<file path="src/rtl/rv_ctrl_pkg.sv">
// Shared types and encodings for the RV32I multicycle control path.
package rv_ctrl_pkg;

  typedef enum logic [2:0] {
    S_FETCH     = 3'd0,
    S_DECODE    = 3'd1,
    S_EXECUTE   = 3'd2,
    S_MEM       = 3'd3,
    S_WRITEBACK = 3'd4,
    S_TRAP      = 3'd5
  } state_t;

  localparam logic [6:0] OPC_LOAD   = 7'b0000011;
  localparam logic [6:0] OPC_OP_IMM = 7'b0010011;
  localparam logic [6:0] OPC_OP     = 7'b0110011;
  localparam logic [6:0] OPC_STORE  = 7'b0100011;
  localparam logic [6:0] OPC_BRANCH = 7'b1100011;
  localparam logic [6:0] OPC_LUI    = 7'b0110111;
  localparam logic [6:0] OPC_AUIPC  = 7'b0010111;
  localparam logic [6:0] OPC_JAL    = 7'b1101111;
  localparam logic [6:0] OPC_JALR   = 7'b1100111;

  typedef enum logic [3:0] {
    ALU_ADD  = 4'd0,
    ALU_SUB  = 4'd1,
    ALU_SLL  = 4'd2,
    ALU_SLT  = 4'd3,
    ALU_SLTU = 4'd4,
    ALU_XOR  = 4'd5,
    ALU_SRL  = 4'd6,
    ALU_SRA  = 4'd7,
    ALU_OR   = 4'd8,
    ALU_AND  = 4'd9
  } alu_op_t;

  localparam logic [1:0] PC_PLUS4 = 2'd0;
  localparam logic [1:0] PC_IMM   = 2'd1;
  localparam logic [1:0] PC_JALR  = 2'd2;

  localparam logic [1:0] A_RS1    = 2'd0;
  localparam logic [1:0] A_PC     = 2'd1;
  localparam logic [1:0] A_ZERO   = 2'd2;

  localparam logic [1:0] WB_ALU   = 2'd0;
  localparam logic [1:0] WB_LOAD  = 2'd1;
  localparam logic [1:0] WB_PC4   = 2'd2;

  function automatic logic opcode_supported(input logic [6:0] opc);
    case (opc)
      OPC_LOAD, OPC_OP_IMM, OPC_OP, OPC_STORE, OPC_BRANCH,
      OPC_LUI, OPC_AUIPC, OPC_JAL, OPC_JALR: return 1'b1;
      default:                               return 1'b0;
    endcase
  endfunction

endpackage

</file>
<file path="src/rtl/rv_alu_op_gen.sv">
// Maps decoder fields to an ALU operation and flags illegal R-type funct7.
module rv_alu_op_gen
  import rv_ctrl_pkg::*;
(
  input  logic [6:0] opcode,
  input  logic [2:0] funct3,
  input  logic [6:0] funct7,
  input  logic       instr_bit30,
  output logic [3:0] alu_op,
  output logic       illegal_r
);

  logic is_op;
  logic alt;

  assign is_op = (opcode == OPC_OP);
  // R-type takes the alternate encoding from funct7; OP-IMM only from raw bit 30
  assign alt   = is_op ? funct7[5] : instr_bit30;

  // Decode funct3 (plus alternate bit) into an ALU operation
  always_comb begin
    alu_op    = ALU_ADD;
    illegal_r = 1'b0;
    if (is_op) begin
      illegal_r = !((funct7 == 7'b0000000) ||
                    (funct7 == 7'b0100000 && (funct3 == 3'b000 || funct3 == 3'b101)));
    end
    if (is_op || opcode == OPC_OP_IMM) begin
      case (funct3)
        3'b000:  alu_op = (is_op && funct7[5]) ? ALU_SUB : ALU_ADD;
        3'b001:  alu_op = ALU_SLL;
        3'b010:  alu_op = ALU_SLT;
        3'b011:  alu_op = ALU_SLTU;
        3'b100:  alu_op = ALU_XOR;
        3'b101:  alu_op = alt ? ALU_SRA : ALU_SRL;
        3'b110:  alu_op = ALU_OR;
        default: alu_op = ALU_AND;
      endcase
    end
  end

endmodule

</file>
<file path="src/rtl/rv_multicycle_ctrl.sv">
// Multicycle control FSM for the RV32I core: sequencing, strobes, handshake, traps.
module rv_multicycle_ctrl
  import rv_ctrl_pkg::*;
#(
  parameter int unsigned CNT_W    = 32,
  parameter int unsigned MAX_WAIT = 255
) (
  input  logic             clk,
  input  logic             rst,
  input  logic [6:0]       opcode,
  input  logic [2:0]       funct3,
  input  logic [6:0]       funct7,
  input  logic             instr_bit30,
  input  logic             branch_taken,
  input  logic             mem_ready,
  output logic             mem_req,
  output logic             mem_we,
  output logic             addr_sel,
  output logic             ir_we,
  output logic             pc_we,
  output logic [1:0]       pc_sel,
  output logic [1:0]       a_sel,
  output logic             b_sel,
  output logic [3:0]       alu_op,
  output logic             rf_we,
  output logic [1:0]       wb_sel,
  output logic             illegal,
  output logic             bus_err,
  output logic [2:0]       state_o,
  output logic [CNT_W-1:0] instret
);

  localparam int unsigned WAIT_W = (MAX_WAIT < 1) ? 1 : $clog2(MAX_WAIT + 1);

  state_t             state;
  logic [WAIT_W-1:0]  wait_cnt;
  logic               illegal_q, bus_err_q;
  logic [CNT_W-1:0]   instret_q;

  logic [3:0] gen_op;
  logic       illegal_r;
  logic [1:0] a_x;
  logic       b_x;
  logic [3:0] alu_x;
  logic       is_load, is_store, timeout;

  logic       mem_req_c, mem_we_c, addr_sel_c, ir_we_c, pc_we_c, b_sel_c, rf_we_c;
  logic [1:0] pc_sel_c, a_sel_c, wb_sel_c;
  logic [3:0] alu_op_c;

  rv_alu_op_gen u_alu_op_gen (
    .opcode      (opcode),
    .funct3      (funct3),
    .funct7      (funct7),
    .instr_bit30 (instr_bit30),
    .alu_op      (gen_op),
    .illegal_r   (illegal_r)
  );

  assign is_load  = (opcode == OPC_LOAD);
  assign is_store = (opcode == OPC_STORE);
  // Request cycle with count already at MAX_WAIT: only mem_ready can save it
  assign timeout  = (wait_cnt == WAIT_W'(MAX_WAIT));

  // ALU operand/operation selects for the current instruction, held EXECUTE..WRITEBACK
  always_comb begin
    a_x   = A_RS1;
    b_x   = 1'b1;
    alu_x = ALU_ADD;
    case (opcode)
      OPC_OP:     begin b_x = 1'b0; alu_x = gen_op; end
      OPC_OP_IMM: alu_x = gen_op;
      OPC_LUI:    a_x = A_ZERO;
      OPC_AUIPC:  a_x = A_PC;
      OPC_BRANCH: b_x = 1'b0;
      default:    ;
    endcase
  end

  // Per-state datapath strobes; ir_we, pc_sel and MEM completion follow live inputs
  always_comb begin
    mem_req_c  = 1'b0;
    mem_we_c   = 1'b0;
    addr_sel_c = 1'b0;
    ir_we_c    = 1'b0;
    pc_we_c    = 1'b0;
    pc_sel_c   = PC_PLUS4;
    a_sel_c    = A_RS1;
    b_sel_c    = 1'b0;
    alu_op_c   = ALU_ADD;
    rf_we_c    = 1'b0;
    wb_sel_c   = WB_ALU;
    case (state)
      S_FETCH: begin
        mem_req_c = 1'b1;
        ir_we_c   = mem_ready;
      end
      S_EXECUTE: begin
        a_sel_c  = a_x;
        b_sel_c  = b_x;
        alu_op_c = alu_x;
        case (opcode)
          OPC_BRANCH: begin
            pc_we_c  = 1'b1;
            pc_sel_c = branch_taken ? PC_IMM : PC_PLUS4;
          end
          OPC_JAL: begin
            pc_we_c  = 1'b1;
            pc_sel_c = PC_IMM;
            rf_we_c  = 1'b1;
            wb_sel_c = WB_PC4;
          end
          OPC_JALR: begin
            pc_we_c  = 1'b1;
            pc_sel_c = PC_JALR;
            rf_we_c  = 1'b1;
            wb_sel_c = WB_PC4;
          end
          default: ;
        endcase
      end
      S_MEM: begin
        a_sel_c    = a_x;
        b_sel_c    = b_x;
        alu_op_c   = alu_x;
        mem_req_c  = 1'b1;
        addr_sel_c = 1'b1;
        mem_we_c   = is_store;
        pc_we_c    = is_store && mem_ready;
      end
      S_WRITEBACK: begin
        a_sel_c  = a_x;
        b_sel_c  = b_x;
        alu_op_c = alu_x;
        rf_we_c  = 1'b1;
        wb_sel_c = is_load ? WB_LOAD : WB_ALU;
        pc_we_c  = 1'b1;
      end
      default: ;
    endcase
  end

  // State sequencing, wait counter, sticky trap flags and retirement counter
  always_ff @(posedge clk) begin
    if (rst) begin
      state     <= S_FETCH;
      wait_cnt  <= '0;
      illegal_q <= 1'b0;
      bus_err_q <= 1'b0;
      instret_q <= '0;
    end else begin
      if (pc_we_c) instret_q <= instret_q + CNT_W'(1);
      case (state)
        S_FETCH: begin
          if (mem_ready) begin
            state    <= S_DECODE;
            wait_cnt <= '0;
          end else if (timeout) begin
            state     <= S_TRAP;
            bus_err_q <= 1'b1;
          end else begin
            wait_cnt <= wait_cnt + WAIT_W'(1);
          end
        end
        S_DECODE: begin
          if (!opcode_supported(opcode) || illegal_r) begin
            state     <= S_TRAP;
            illegal_q <= 1'b1;
          end else begin
            state <= S_EXECUTE;
          end
        end
        S_EXECUTE: begin
          wait_cnt <= '0;
          case (opcode)
            OPC_LOAD, OPC_STORE:          state <= S_MEM;
            OPC_BRANCH, OPC_JAL, OPC_JALR: state <= S_FETCH;
            default:                      state <= S_WRITEBACK;
          endcase
        end
        S_MEM: begin
          if (mem_ready) begin
            state    <= is_store ? S_FETCH : S_WRITEBACK;
            wait_cnt <= '0;
          end else if (timeout) begin
            state     <= S_TRAP;
            bus_err_q <= 1'b1;
          end else begin
            wait_cnt <= wait_cnt + WAIT_W'(1);
          end
        end
        S_WRITEBACK: begin
          state    <= S_FETCH;
          wait_cnt <= '0;
        end
        S_TRAP:  state <= S_TRAP;
        default: state <= S_FETCH;
      endcase
    end
  end

  // Outputs are blanked combinationally while rst is high so no strobe leaks in the reset cycle
  assign mem_req  = rst ? 1'b0 : mem_req_c;
  assign mem_we   = rst ? 1'b0 : mem_we_c;
  assign addr_sel = rst ? 1'b0 : addr_sel_c;
  assign ir_we    = rst ? 1'b0 : ir_we_c;
  assign pc_we    = rst ? 1'b0 : pc_we_c;
  assign pc_sel   = rst ? '0   : pc_sel_c;
  assign a_sel    = rst ? '0   : a_sel_c;
  assign b_sel    = rst ? 1'b0 : b_sel_c;
  assign alu_op   = rst ? '0   : alu_op_c;
  assign rf_we    = rst ? 1'b0 : rf_we_c;
  assign wb_sel   = rst ? '0   : wb_sel_c;
  assign illegal  = rst ? 1'b0 : illegal_q;
  assign bus_err  = rst ? 1'b0 : bus_err_q;
  assign state_o  = rst ? '0   : state;
  assign instret  = rst ? '0   : instret_q;

endmodule

</file>
<file path="config.mk">
export PLATFORM = sky130hd
export DESIGN_NAME = rv_multicycle_ctrl
export DESIGN_NICKNAME = d
export VERILOG_FILES = /design/src/rtl/rv_ctrl_pkg.sv /design/src/rtl/rv_alu_op_gen.sv /design/src/rtl/rv_multicycle_ctrl.sv
export SDC_FILE = /design/constraint.sdc
export NUM_CORES = 1
export LEC_CHECK = 0
export BUFFER_PORTS_ARGS = -buffer_cell sky130_fd_sc_hd__buf_2
export CAP_MARGIN = 20
export CORE_MARGIN = 5
export CORE_UTILIZATION = 60
export CTS_BUF_LIST = sky130_fd_sc_hd__clkbuf_8
export DETAILED_ROUTE_END_ITERATION = 10
export PLACE_DENSITY = 0.89
export SLEW_MARGIN = 20
export SYNTH_ARGS = -nofsm -noshare
export SYNTH_HDL_FRONTEND = slang
export SYNTH_HIERARCHICAL = 1
export SYNTH_SLANG_ARGS = --single-unit
</file>
<file path="constraint.sdc">
create_clock -name clk -period 3.4 [get_ports clk]
set_input_delay 0.34 -clock clk [delete_from_list [all_inputs] [get_ports clk]]
set_output_delay 0.34 -clock clk [all_outputs]
set_load 0.1 [all_outputs]
</file>
# --- Word-level counts from Yosys, hierarchy flattened ---
# Cells that the tools add are included.
totals:
  reg_bits: 45
  out_inout_bits: 54
  elab_cells: 110
op_classes:
  addsub: 2
  eq_ne: 23
  muxes: 54
  n_bitwise: 1
  reduce_logical: 25
op_table:
  columns: ["operator", "count"]
  rows:
  - ["$add 32x1->32 const B", 1]
  - ["$mux 32", 1]
  - ["$eq 7x6->1 const B", 4]
  - ["$pmux 4 s7", 1]
  - ["$mux 1", 26]
  - ["$eq 7x7->1 const B", 3]
  - ["$mux 3", 6]
  - ["$mux 4", 4]
  - ["$mux 8", 2]
  - ["$pmux 8 s2", 1]
  - ["$eq 3x3->1 const B", 5]
  - ["$pmux 3 s5", 1]
  - ["$eq 7x5->1 const B", 2]
  - ["$eq 3x2->1 const B", 4]
  - ["$mux 2", 6]
  - ["$reduce_or 2->1", 6]
  - ["$reduce_or 9->1", 1]
  - ["$add 8x1->8 const B", 1]
  - ["$eq 8x8->1 const B", 1]
  - ["$pmux 2 s2", 2]
  - ["$eq 7x2->1 const B", 1]
  - ["$logic_not 7->1", 1]
  - ["$eq 3x1->1 const B", 2]
  - ["$logic_not 3->1", 2]
  - ["other kinds (13)", 21]

# --- Depth between registers and ports, before layout ---
depth:
  depth_word: 9
  depth_mapped: 9
  ltp_nobuf: 7

# --- By module ---
# Netlist, hierarchy kept.
modules_own_cells:
  columns: ["mod", "instances", "cells_per_inst", "area_each_um2"]
  rows:
  - ["rv_multicycle_ctrl", 1, 372, 2852.7]
  - ["rv_alu_op_gen", 1, 22, 143.9]

# --- Worst setup path before layout ---
# Ideal clock, no wire load.
synth_timing:
  path_kind: "register to output"
  start: "register state[2]"
  end: "output port wb_sel[0]"
  arrival_time_ps: 5094
  slack_ps: -2034
  path_stages_with_launch: 6
  path_buffers: 1
  cell_sequence: "dfxtp_1 clkbuf_1 inv_1 nor2_1 nand2_1 nor4_1"
synth_via:
  elab_chain_cells: 3
  word_cells_on_any_way: 4
synth_lines:
  columns: ["element", "line_no", "source"]
  rows:
  - ["from (decl)", "rv_multicycle_ctrl.sv:35", "state_t state;"]
  - ["from (signal assigned)", "rv_multicycle_ctrl.sv:183", "state <= is_store ? S_FETCH : S_WRITEBACK;"]
  - ["$eq 3x3->1 or $eq 3x2->1 (tied branches)", "rv_multicycle_ctrl.sv:93", "case (state)"]
  - ["$pmux 2 s2 *", "rv_multicycle_ctrl.sv:93", null]
  - ["$mux 2 *", "rv_multicycle_ctrl.sv:213", "assign wb_sel = rst ? '0 : wb_sel_c;"]
  - ["to (decl)", "rv_multicycle_ctrl.sv:26", "output logic [1:0] wb_sel,"]
# Mark *: on every way between the ends. The rest lies on a longest branch, timed or not.

# --- Worst setup path in the final report ---
layout_timing:
  start: "register state[1]"
  end: "output port pc_we"
layout_via:
  elab_chain_cells: 3
  word_cells_on_any_way: 5
layout_lines:
  columns: ["element", "line_no", "source"]
  rows:
  - ["$eq 3x3->1 or $eq 3x2->1 (tied branches)", "rv_multicycle_ctrl.sv:93", null]
  - ["$pmux 1 s3 *", "rv_multicycle_ctrl.sv:93", null]
  - ["$mux 1 *", "rv_multicycle_ctrl.sv:207", "assign pc_we = rst ? 1'b0 : pc_we_c;"]
  - ["to (decl)", "rv_multicycle_ctrl.sv:20", "output logic pc_we,"]
# Marked as above.

==> impl.org <==
** Final layout
- Final instance area :: about 3500 sq um
- Commonest cells after routing, fill and taps aside :: sky130_fd_sc_hd__buf_2, sky130_fd_sc_hd__nor2_1, sky130_fd_sc_hd__dfxtp_1, sky130_fd_sc_hd__nor2b_1, sky130_fd_sc_hd__nand2_1
- FILL cells :: ~400
- Of the cells placed in the final design, the portion with a size suffix greater than 1 is 22.03%.
- The multi-input combinational cells in the finished layout cover a total of between 1500 and 2000 sq um.
- The area growth from synthesis to layout is 16.12%.
- Finished Core Util :: 72.71%
- Final-stage net count :: approximately 480
- Storage cell area :: 900.9 sq um
- 0 antenna diodes ended up in the layout.
- Most frequent standard cell in the layout excluding fill and tap cells :: sky130_fd_sc_hd__buf_2

** Yosys
- A synthesized cell averages ~7.6 sq um.
- Summing the areas of all fa, ha and maj instances in the mapped netlist gives less than 1% of the synthesized area.
- The synthesized design contains 0 enable-type register cells.
- Synthesis produced a netlist with a net count of 418.
- The most used flip-flop cell after synthesis is sky130_fd_sc_hd__dfxtp_1.
- Simple logic cell fraction of the synthesized area :: 41.75%
- Yosys synthesis warning count :: 6
- Summing every instance area after synthesis gives 2997 sq um.
- Synthesis inferred between 40 and 50 register bits.
- After synthesis, the cell types taking the most area are sky130_fd_sc_hd__dfxtp_1, sky130_fd_sc_hd__nor2b_1, sky130_fd_sc_hd__nor2_1, sky130_fd_sc_hd__mux2_1, sky130_fd_sc_hd__nand3_1.
- Sequential cells were found to cover between 30% and 40% of the synthesized design area.
- Synth top area share :: 30.06%
- After synthesis, the share of flip-flops with an asynchronous set or reset is 0%.
- Xor and xnor area share after synthesis :: 4.092%
- The synthesized design spends more area on one cell type than any other, namely sky130_fd_sc_hd__dfxtp_1.
- The number of different library cells used by synthesis comes to 55.
- Post-synthesis mux area share :: approximately 5.2%
- Counting every instance in the synthesized netlist gives around 390.
- The synthesized netlist devotes roughly 13% of its cell area to compound gates.
- Dominant combinational cell family by area after synthesis :: simple AND/OR/NAND/NOR gates

** Floorplan
- After floorplanning, the core was divided into 25 placement rows.
- Starting density of the core :: 62.61%
- Horizontal die dimension :: approximately 80 microns
- Height of the die :: slightly above 80 microns
- The die covers around 6500 sq um.
- Number of I/O pins :: 76
- Area of the placeable core :: 4786 sq um

** Clocking
- The root buffer cell chosen for the clock tree is sky130_fd_sc_hd__clkbuf_8.
- TritonCTS built the clock tree.
- Number of buffers added for setup after CTS :: 0
- # clock sinks :: between 40 and 50
- # hold bufs at CTS :: 0
- Clock latency on the worst-skew pair, taken at its later pin, is between 300 and 400 ps.
- The longest clock path from root to sink contains 2 buffers.
- CTS H-Tree Depth :: 2
- Clock-pin slew was measured on the worst setup and hold paths at roughly 90 ps.
- Number of buffers added by the clock tree synthesis step :: 5
- Number of gates resized after CTS :: 0

** Setup path
- Walking the worst path, the cells encountered are nor3b_2 > or4b_1 > nand3_1 > nand2_1 > inv_1 > buf_2.
- FF-to-FF Start :: state[1]
- WP data required :: approximately 3100 ps
- Worst setup path class :: reg -> out
- The worst setup path is captured at an output pin.
- The critical path starts at state[1].
- For flop-to-flop paths, the worst setup slack is roughly 700 ps.
- The largest single stage delay on the critical path is between 600 and 700 ps.
- Startpoint type of the worst setup path :: register
- The slowest stage of the critical path is the sky130_fd_sc_hd__dfxtp_1 cell.
- Arrival time at the worst endpoint :: ~2700 ps
- Of all nets on the critical path, the largest fanout is 14.

** STA
- The count of final hold-check violations is 0.
- In the post-route analysis, the smallest setup slack over all paths is 408.9 ps.
- Max Fclk :: 334.3 MHz
- Worst-case hold slack :: 297.7 ps
- On the final layout, the worst clock skew is roughly 10 ps.
- Max-slew violation count :: 0
- Setup violations remaining at the end of the flow were counted as 0.
- RSZ-0062 raised after global routing :: no
- Transition time of the tightest slew-check pin :: 640.2 ps
- In this run the tightest slew margin relative to its limit is roughly 57%.
- Minimum clock period :: 2991 ps
- Dividing the final minimum period by the clock period gives 87.97%.

** Route
- Wires add up to 7.571 mm.
- Detail-routed net length per standard cell :: ~15 microns
- After detailed routing, the number of vias per cell comes to approximately 6.0.
- For this block, the via count after detailed routing is around 3,100.
- The first detailed-routing pass ran for 5 iterations.
- Antenna-violating nets left :: 0
- In the routed design, unresolved DRC markers number 0.
- Number of DRC violations after detailed-routing iteration 0 :: 228

** Worst hold path
- Worst hold-check path type :: in -> reg
- Source of the worst hold timing path :: rst

** Power and ir drop
- The worst-case IR drop observed on VDD is ~0.31 mV.
- In this run the power density over the cells is about 310 nW/um^2.
- Post-layout total power :: between 0.001 and 0.0015 W
- Summed over all cells, the static leakage comes to about 1.5 nW.

** Placed design
- Placement Setup Slack :: just under 800 ps
- Gp weighted congestion :: 0.9073
- The wire-length estimate of the detail-placed layout is 5.436 mm.
- Summing all placed instances gives a cell area of roughly 3400 sq um.
- Buffers placed on the I/O ports in this run total 75.

** Flow run
- The tool flagged a number of max-cap violations equal to 0.

** GRT
- Entering global routing, the biggest net connects 45 pins.
- The first global-routing pass estimated roughly 13 mm of wire.
- After global routing the overflow that remains totals 0.
- The via count of the first global-routing pass was roughly 2,800.
- Global routing used 24.22% of the available tracks across all layers.
- The initial antenna violation count was 0.

** Run status
- Outcome :: finished clean
[flip-flops by register name (all words and copies together), names as in the netlist]
name	flops
wait_cnt	8
bus_err_q	1
instret_q	32
state	3
illegal_q	1
[cells by family after synthesis]
family	count (synthesis)
multiplexers	14
AO/OA/AOI/OAI	61
XOR/XNOR	14
flip-flops	45
buffers and inverters	35
AND/OR/NAND/NOR	223
adder cells (fa/ha/maj)	2
[routing by layer]
metal / global-route usage (%) / up-vias / share of wire, %
li1: - / 1537 / -
met1: 31.39 / 1446 / 43
met2: 40.56 / 128 / 49
met3: 4.709 / 10 / 6.8
met4: 7.095 / 0 / 1.1
met5: 0 / - / 0
[critical path, delay by kind of cell (launching register included)]
kind                   cells  cell delay (ps)
DFF                        1              610
and+or+nand+nor            4             1230
buffers and inverters      2              500
[synth_stat cells, drive strengths merged (8+ instances only)]
| master | n |
|---|---|
| inv | 10 |
| nor2b | 39 |
| buf | 10 |
| nor2 | 48 |
| mux2 | 12 |
| clkbuf | 15 |
| nand3 | 22 |
| or4 | 11 |
| o31ai | 8 |
| nand4 | 14 |
| and3 | 8 |
| nor3 | 11 |
| xor2 | 9 |
| dfxtp | 45 |
| a21oi | 17 |
| o21ai | 12 |
| nand2 | 27 |
[final cells by class]
class	instances	share of cell area (%)
clock buffer	5	1.978
clock inverter	3	0.7192
inverter	10	1.079
multi-input combinational	314	56.71
sequential	45	25.89
tap	67	2.409
timing repair buffer	77	11.22
[worst paths after layout]
check,depth (start not counted),to
max reg2reg,5,instret_q[31]
min reg2reg,2,illegal_q
max,6,pc_we
min,2,state[0]
[per-stage QoR]
step           setup TNS, ps  std cells
2_1_floorplan         -365.0        394
3_3_place_gp               0        513
3_5_place_dp               0        513
4_1_cts                    0        521
5_1_grt                    0        521
6_report                   0        521
[power by group]
group	leakage (nW)	switching (W)	internal, W
registers	0.363	0.0000142	0.000534
clock network	0.0447	0.000200	0.000149
logic	1.08	0.000124	0.0000495
total	1.49	0.000338	0.000732
(Power assumes the default switching activity.)
